## config.mk

```make
export PLATFORM = sky130hd
export DESIGN_NAME = lcd_request_scheduler
export DESIGN_NICKNAME = d
export VERILOG_FILES = /design/src/rtl/lcd_request_scheduler.sv
export SDC_FILE = /design/constraint.sdc
export NUM_CORES = 1
export LEC_CHECK = 0
export CAP_MARGIN = 20
export CORE_ASPECT_RATIO = 1.2
export CORE_MARGIN = 5
export CORE_UTILIZATION = 25
export DETAILED_ROUTE_END_ITERATION = 12
export PLACE_DENSITY = 0.49
export SLEW_MARGIN = 30
export SYNTH_ARGS = -nofsm -noshare
export SYNTH_HDL_FRONTEND = slang
export SYNTH_SLANG_ARGS = --single-unit
```

## constraint.sdc

```tcl
create_clock -name i_clk -period 10.85 [get_ports i_clk]
set_input_delay 3.255 -clock i_clk [delete_from_list [all_inputs] [get_ports i_clk]]
set_output_delay 3.255 -clock i_clk [all_outputs]
set_load 0.01 [all_outputs]
```

## src/rtl/lcd_request_scheduler.sv

```systemverilog
`default_nettype none
// ============================================================================
//  Module      : lcd_request_scheduler
//  Description : Two-requester (CPU / debug) round-robin front end feeding a
//                small request FIFO, drained by an FSM that paces lcd_start
//                pulses so each LCD redraw completes before the next issue.
//  Revision    : 1.0 - initial release
// ============================================================================
module lcd_request_scheduler #(
  parameter int DEPTH       = 4,
  parameter int HOLDOFF     = 2_100_000,
  parameter int INIT_CYCLES = 600_000
) (
  input  logic                     i_clk,
  input  logic                     i_reset,
  input  logic                     i_cpu_req,
  input  logic [2:0]               i_cpu_opcode,
  input  logic [3:0]               i_cpu_reg,
  input  logic [15:0]              i_cpu_value,
  output logic                     o_cpu_ack,
  input  logic                     i_dbg_req,
  input  logic [2:0]               i_dbg_opcode,
  input  logic [3:0]               i_dbg_reg,
  input  logic [15:0]              i_dbg_value,
  output logic                     o_dbg_ack,
  output logic                     o_lcd_start,
  output logic [2:0]               o_lcd_opcode,
  output logic [3:0]               o_lcd_reg_idx,
  output logic [15:0]              o_lcd_value,
  output logic                     o_busy,
  output logic [$clog2(DEPTH):0]   o_fifo_count
);

  localparam int c_PTR_W   = $clog2(DEPTH);
  localparam int c_CNT_MAX = (HOLDOFF > INIT_CYCLES) ? HOLDOFF : INIT_CYCLES;
  localparam int c_CNT_W   = $clog2(c_CNT_MAX + 1);
  localparam logic [c_CNT_W-1:0] c_INIT_LOAD = c_CNT_W'(INIT_CYCLES - 1);
  localparam logic [c_CNT_W-1:0] c_HOLD_LOAD = c_CNT_W'(HOLDOFF - 1);
  localparam logic [c_PTR_W:0]   c_DEPTH     = (c_PTR_W + 1)'(DEPTH);

  typedef enum logic [1:0] {
    S_WAIT_INIT = 2'd0,
    S_IDLE      = 2'd1,
    S_ISSUE     = 2'd2,
    S_HOLD      = 2'd3
  } state_t;

  // FIFO storage: {opcode[22:20], reg[19:16], value[15:0]}
  logic [22:0]          r_mem [DEPTH];
  logic [c_PTR_W-1:0]   r_wptr;
  logic [c_PTR_W-1:0]   r_rptr;
  logic [c_PTR_W:0]     r_count;
  logic                 r_last_dbg;   // 1: debug was granted last, so CPU wins a tie

  state_t               r_state;
  logic [c_CNT_W-1:0]   r_cnt;
  logic                 r_lcd_start;
  logic [2:0]           r_lcd_opcode;
  logic [3:0]           r_lcd_reg_idx;
  logic [15:0]          r_lcd_value;

  logic                 w_can_enq;
  logic                 w_cpu_win;
  logic                 w_dbg_win;
  logic                 w_enq;
  logic                 w_deq;
  logic [22:0]          w_wdata;

  // Arbitration: a lone requester wins; on a tie, the side not granted last wins
  assign w_can_enq = (r_count != c_DEPTH);
  assign w_cpu_win = i_cpu_req & (~i_dbg_req | r_last_dbg);
  assign w_dbg_win = i_dbg_req & ~w_cpu_win;
  assign w_enq     = w_can_enq & (w_cpu_win | w_dbg_win);
  assign w_deq     = (r_state == S_IDLE) & (r_count != '0);
  assign w_wdata   = w_cpu_win ? {i_cpu_opcode, i_cpu_reg, i_cpu_value}
                               : {i_dbg_opcode, i_dbg_reg, i_dbg_value};

  // Acks are same-cycle and forced low while reset is asserted
  assign o_cpu_ack = w_can_enq & w_cpu_win & ~i_reset;
  assign o_dbg_ack = w_can_enq & w_dbg_win & ~i_reset;

  assign o_busy        = (r_state != S_IDLE) | (r_count != '0);
  assign o_fifo_count  = r_count;
  assign o_lcd_start   = r_lcd_start;
  assign o_lcd_opcode  = r_lcd_opcode;
  assign o_lcd_reg_idx = r_lcd_reg_idx;
  assign o_lcd_value   = r_lcd_value;

  // FIFO payload write; contents need no reset since pointers define validity
  always_ff @(posedge i_clk) begin
    if (w_enq) begin
      r_mem[r_wptr] <= w_wdata;
    end
  end

  // FIFO pointers, occupancy and round-robin history
  always_ff @(posedge i_clk or posedge i_reset) begin
    if (i_reset) begin
      r_wptr     <= '0;
      r_rptr     <= '0;
      r_count    <= '0;
      r_last_dbg <= 1'b1;
    end else begin
      if (w_enq) begin
        r_wptr     <= r_wptr + 1'b1;
        r_last_dbg <= w_dbg_win;
      end
      if (w_deq) begin
        r_rptr <= r_rptr + 1'b1;
      end
      case ({w_enq, w_deq})
        2'b10:   r_count <= r_count + 1'b1;
        2'b01:   r_count <= r_count - 1'b1;
        default: r_count <= r_count;
      endcase
    end
  end

  // Issue pacing FSM: init wait, pop, one-cycle start pulse, redraw hold-off
  always_ff @(posedge i_clk or posedge i_reset) begin
    if (i_reset) begin
      r_state       <= S_WAIT_INIT;
      r_cnt         <= c_INIT_LOAD;
      r_lcd_start   <= 1'b0;
      r_lcd_opcode  <= '0;
      r_lcd_reg_idx <= '0;
      r_lcd_value   <= '0;
    end else begin
      r_lcd_start <= 1'b0;
      case (r_state)
        S_WAIT_INIT: begin
          if (r_cnt == '0) begin
            r_state <= S_IDLE;
          end else begin
            r_cnt <= r_cnt - 1'b1;
          end
        end
        S_IDLE: begin
          if (r_count != '0) begin
            {r_lcd_opcode, r_lcd_reg_idx, r_lcd_value} <= r_mem[r_rptr];
            r_lcd_start <= 1'b1;
            r_state     <= S_ISSUE;
          end
        end
        S_ISSUE: begin
          r_cnt   <= c_HOLD_LOAD;
          r_state <= S_HOLD;
        end
        S_HOLD: begin
          if (r_cnt == '0) begin
            r_state <= S_IDLE;
          end else begin
            r_cnt <= r_cnt - 1'b1;
          end
        end
        default: r_state <= S_WAIT_INIT;
      endcase
    end
  end

endmodule
`default_nettype wire

```

## Word level (Yosys, flattened, before mapping)

Memory sizes are Yosys's and may differ from the RTL's. A register that Yosys moved wholly into a read port is not among the register bits.
Cells that the tools add are included.
Widths: inputs -> output; s select.

| cells by class | value |
|---|---|
| add/subtract/negate cells | 5 |
| equality and inequality tests | 10 |
| mux-type cells | 11 |
| bitwise operators | 14 |
| reductions and logical operators | 9 |

Operator list:

| cell | count |
|---|---|
| $pmux 22 s2 | 1 |
| $mux 23 | 1 |
| $logic_not 22->1 | 1 |
| $mux 22 | 1 |
| $sub 22x1->22 const B | 1 |
| $and 1x1->1 | 8 |
| $eq 2x2->1 const B | 3 |
| $ne 2x1->1 const B | 3 |
| $pmux 2 s3 | 1 |
| $pmux 3 s2 | 1 |
| $reduce_and 2->1 | 3 |
| $add 2x1->2 const B | 2 |
| $eq 2x1->1 const B | 2 |
| $mux 1 | 4 |
| $mux 2 | 2 |
| $reduce_bool 2->1 | 2 |
| $add 3x1->3 const B | 1 |
| $ne 3x3->1 const B | 1 |
| $not 1->1 | 3 |
| $or 1x1->1 | 3 |
| $reduce_bool 3->1 | 1 |
| $sub 3x1->3 const B | 1 |
| $logic_not 2->1 | 1 |
| $ne 2x2->1 const B | 1 |
| $reduce_or 2->1 | 1 |

| storage, ports and cells | value |
|---|---|
| register bits after elaboration | 33 |
| memory bits (writable) | 92 |
| bits of input ports | 50 |
| logic and storage cells | 57 |
| memories kept | 1 |

Memories:

| name | depth | bits a word | read ports | clocked after Yosys merged registers in | wr ports | RTL line | text |
|---|---|---|---|---|---|---|---|
| r_mem | 4 | 23 | 1 | 1 | 1 | 49 | `logic [22:0] r_mem [DEPTH];` |

## Longest topological paths before layout

| depth | value |
|---|---|
| word-level depth | 9 |
| gate-level depth with buffers | 11 |

## Worst setup path before layout

No wires, ideal clock.

| path | value |
|---|---|
| path kind | input -> output |
| from | input port i_reset |
| to | output port o_dbg_ack |
| data arrival time | 4.837 ns |
| required time | 7.595 ns |
| slack | 2.758 ns |
| stages on the path | 2 |
| cells stage by stage | inv_1 -> and4_1 |

| on the way | value |
|---|---|
| longest elaborated chain between the ends | 2 |

RTL lines:

| item | RTL line | text |
|---|---|---|
| start: declaration | 15 | `input logic i_reset,` |
| $not 1->1 | 80 | `assign o_dbg_ack = w_can_enq & w_dbg_win & ~i_reset;` |
| $and 1x1->1 | 80 |  |
| end: declaration | 25 | `output logic o_dbg_ack,` |

No other way between the ends.

## Worst setup path in the final report

| path | value |
|---|---|
| from | input port i_dbg_req |
| to | output port o_dbg_ack |

| on the way | value |
|---|---|
| longest elaborated chain between the ends | 7 |

RTL lines:

| item | RTL line | text |
|---|---|---|
| start: declaration | 21 | `input logic i_dbg_req,` |
| $not 1->1 | 71 | `assign w_cpu_win = i_cpu_req & (~i_dbg_req \| r_last_dbg);` |
| $or 1x1->1 | 71 |  |
| $and 1x1->1 | 71 |  |
| $not 1->1 | 72 | `assign w_dbg_win = i_dbg_req & ~w_cpu_win;` |
| $and 1x1->1 (*) | 72 |  |
| $and 1x1->1 (*) (2 in a row) | 80 |  |

Every way passes the cells marked *; elsewhere a longest branch is shown, timed or not.

==> flow_summary.json <==
{
  "clkSinkCount": 148,
  "drive_above_1_share_pct": 26.7,
  "rows": 63,
  "switching_power_mw": 0.597,
  "hold_class": "flip-flop to flip-flop",
  "ir_drop_uv": 103,
  "cap_violations": 0,
  "portBuffers": 79,
  "place_area_um2": 7450,
  "nets": 529,
  "antenna_found_initial": 0,
  "clkTransAtPathRegs_ns": 0.06,
  "swShare_pct": 28.9,
  "syn_area_per_cell_um2": 16.5,
  "dr.pass1.iters": 5,
  "grt_pass1_wl_um": 21700,
  "utilization_pct": 32.6,
  "worstPathRequired_ns": 7.60,
  "post_cts_buffers": 0,
  "power.leakage_nw": 2.85,
  "fill_cells": 2384,
  "status": "finished, final reports clean",
  "relSlewSlack_pct": 40.3,
  "ant_nets": 0,
  "clkPwrFrac_pct": 28.4,
  "drt_iter0_drc": 185,
  "dp_cells": 776,
  "yosysWarnings": 0,
  "synth_top_area_cell": "edfxtp_1",
  "critical_path.max_fanout": 25,
  "worst_pin_slew_ns": 0.892,
  "drt-total-wl_um": 13700,
  "synth.cell_area_um2": 6260,
  "synthFlopType": "edfxtp_1",
  "die-height_um": 183,
  "cts_tree": "built",
  "endpoint_kind": "output port",
  "fmax_mhz": 115,
  "hpwl_um": 8580,
  "grt_overflow": 0,
  "grt_max_degree": 58,
  "grt_usage_pct": 10.0,
  "via_count": 3551,
  "place.gp.congestion": 0.752,
  "ys_ff_latch": 148,
  "synth_commonest_cells": "92 x edfxtp_1, 46 x mux2_2, 42 x dfrtp_1",
  "setup_viol": 0,
  "ys_seq_area_share_pct": 66.8,
  "rsz0062_at_grt": "false",
  "area_growth_pct": 28.5,
  "viasPerCell": 4.39,
  "cts_root_buf": "clkbuf_16",
  "synth_edf_count": 92,
  "cts_buffers": 17,
  "synth_cells": 380,
  "path_class": "input pin to output port",
  "initial_core_util_pct": 25.4,
  "antenna_cells": 0,
  "p_int_mw": 1.46,
  "comb_power_share_pct": 27.3,
  "synthTopCellsByArea": "edfxtp_1 44%, dfrtp_1 17%, mux2_2 8.3%",
  "pre_cts_ws_ns": 2.07,
  "synth_top_area_share_pct": 44.1,
  "cts_resized": 0,
  "critPathLaunchType": "input pin",
  "hold_ws_ns": 0.480,
  "synth_cell_types": 49,
  "grt_pass1_vias": 3914,
  "insertion_delay_ns": 0.42,
  "syn-num-nets": 439,
  "arrival_ns": 5.42,
  "total_power_mw": 2.06,
  "synthArstFlopShare_pct": 37.8,
  "fin_cells": 808,
  "cts.path.max_buffers": 2,
  "power_density_nw_per_um2": 256,
  "yosysMostFrequentCell": "edfxtp_1",
  "wl_per_cell_um": 17.0,
  "period_share_pct": 80.0,
  "core-area_um2": 24700,
  "hold_buffers": 0,
  "tns_ns": 0,
  "min_period_ns": 8.68,
  "route.detailed.drc": 0,
  "io_pins": 80,
  "die_x_um": 154,
  "fin_area_um2": 8050,
  "worst_slack_ns": 2.17,
  "h-tree-depth": 4,
  "finalHoldViolations": 0,
  "power_frac_seq_pct": 44.3,
  "slew_viol_final": 0,
  "die_area_um2": 28300,
  "clock_skew_ns": 0.00733
}
==> per-layer routing <==
metal  up-vias  GRT usage [%]  wire length (µm)
li1       1644              -                 -
met1      1800           12.0              5980
met2        89           17.1              6950
met3        18           2.86               520
met4         0           3.78               287
met5         -              0                 0
==> worst max-delay path: stages <==
cell             delay [ns]
clkdlybuf4s50_1        0.52
inv_1                  0.09
o21ai_4                0.71
and4_1                 0.29
clkdlybuf4s50_1        0.55
==> kinds of logic after synthesis <==
group                    after synthesis  share of synthesized area (%)
flip-flops                           148                           66.8
adder cells (fa/ha/maj)                9                           1.92
multiplexers                          78                           18.0
buffers and inverters                 29                           1.98
XOR/XNOR                               7                          0.979
AND/OR/NAND/NOR                       75                           6.53
AO/OA/AOI/OAI                         34                           3.86
==> cell usage in the layout, fill, tap and decap left out, types with 6 or more instances in the layout <==
cell | netlist | routed
mux2i_1 | 9 | 9
mux2_2 | 46 | 46
o21ai_0 | 6 | 6
clkbuf_16 | 0 | 17
dfstp_2 | 14 | 14
inv_1 | 13 | 12
buf_4 | 0 | 7
nor3_1 | 9 | 9
dfrtp_1 | 42 | 41
clkdlybuf4s50_1 | 0 | 79
nor2_1 | 15 | 15
and2_1 | 6 | 6
edfxtp_1 | 92 | 92
ha_1 | 8 | 8
mux4_2 | 23 | 23
nand2_1 | 15 | 15
==> layout make-up <==
| type | instances | area [µm²] | share of cell area (%) |
|---|---|---|---|
| Timing Repair Buffer | 86 | 843 | 10.5 |
| Multi-Input combinational cell | 203 | 1970 | 24.5 |
| Sequential cell | 148 | 4190 | 52.0 |
| Inverter | 14 | 52.6 | 0.653 |
| Clock inverter | 14 | 163 | 2.02 |
| Tap cell | 325 | 407 | 5.05 |
| Clock buffer | 18 | 429 | 5.33 |
==> power by group through the flow <==
| stage | Clock (mW) | Sequential [mW] | Combinational (mW) |
|---|---|---|---|
| floorplan | 0 | 0.892 | 0.348 |
| global placement | 0 | 0.925 | 0.564 |
| detailed placement | 0 | 0.930 | 0.578 |
| CTS | 0.603 | 0.922 | 0.579 |
| global route | 0.626 | 0.941 | 0.616 |
| finish | 0.585 | 0.913 | 0.563 |
==> worst paths after layout <==
path                                            start                           to  slack, ns  cells past startpoint
worst min-delay path            r_cnt[16]$_DFFE_PP1P_        r_cnt[16]$_DFFE_PP1P_       0.48                      2
max in group asynchronous                     i_reset        r_rptr[0]$_DFFE_PP0P_       6.86                      3
worst min register to register  r_cnt[16]$_DFFE_PP1P_        r_cnt[16]$_DFFE_PP1P_       0.48                      2
worst max-delay path                        i_dbg_req                    o_dbg_ack       2.17                      5
min in group asynchronous                     i_reset  o_lcd_value[11]$_DFFE_PP0P_       3.42                      3
worst max register to register   r_cnt[0]$_DFFE_PP1P_        r_cnt[15]$_DFFE_PP0P_       8.43                      5
==> registers in the layout, indices dropped and copies added, names as in the netlist <==
name and flops:
r_mem 92, o_lcd_opcode 3, o_lcd_reg_idx 4, o_fifo_count 3
o_lcd_value 16, r_last_dbg 1, r_state 2, r_wptr 2
o_lcd_start 1, r_cnt 22, r_rptr 2
(Power assumes the default switching activity.)
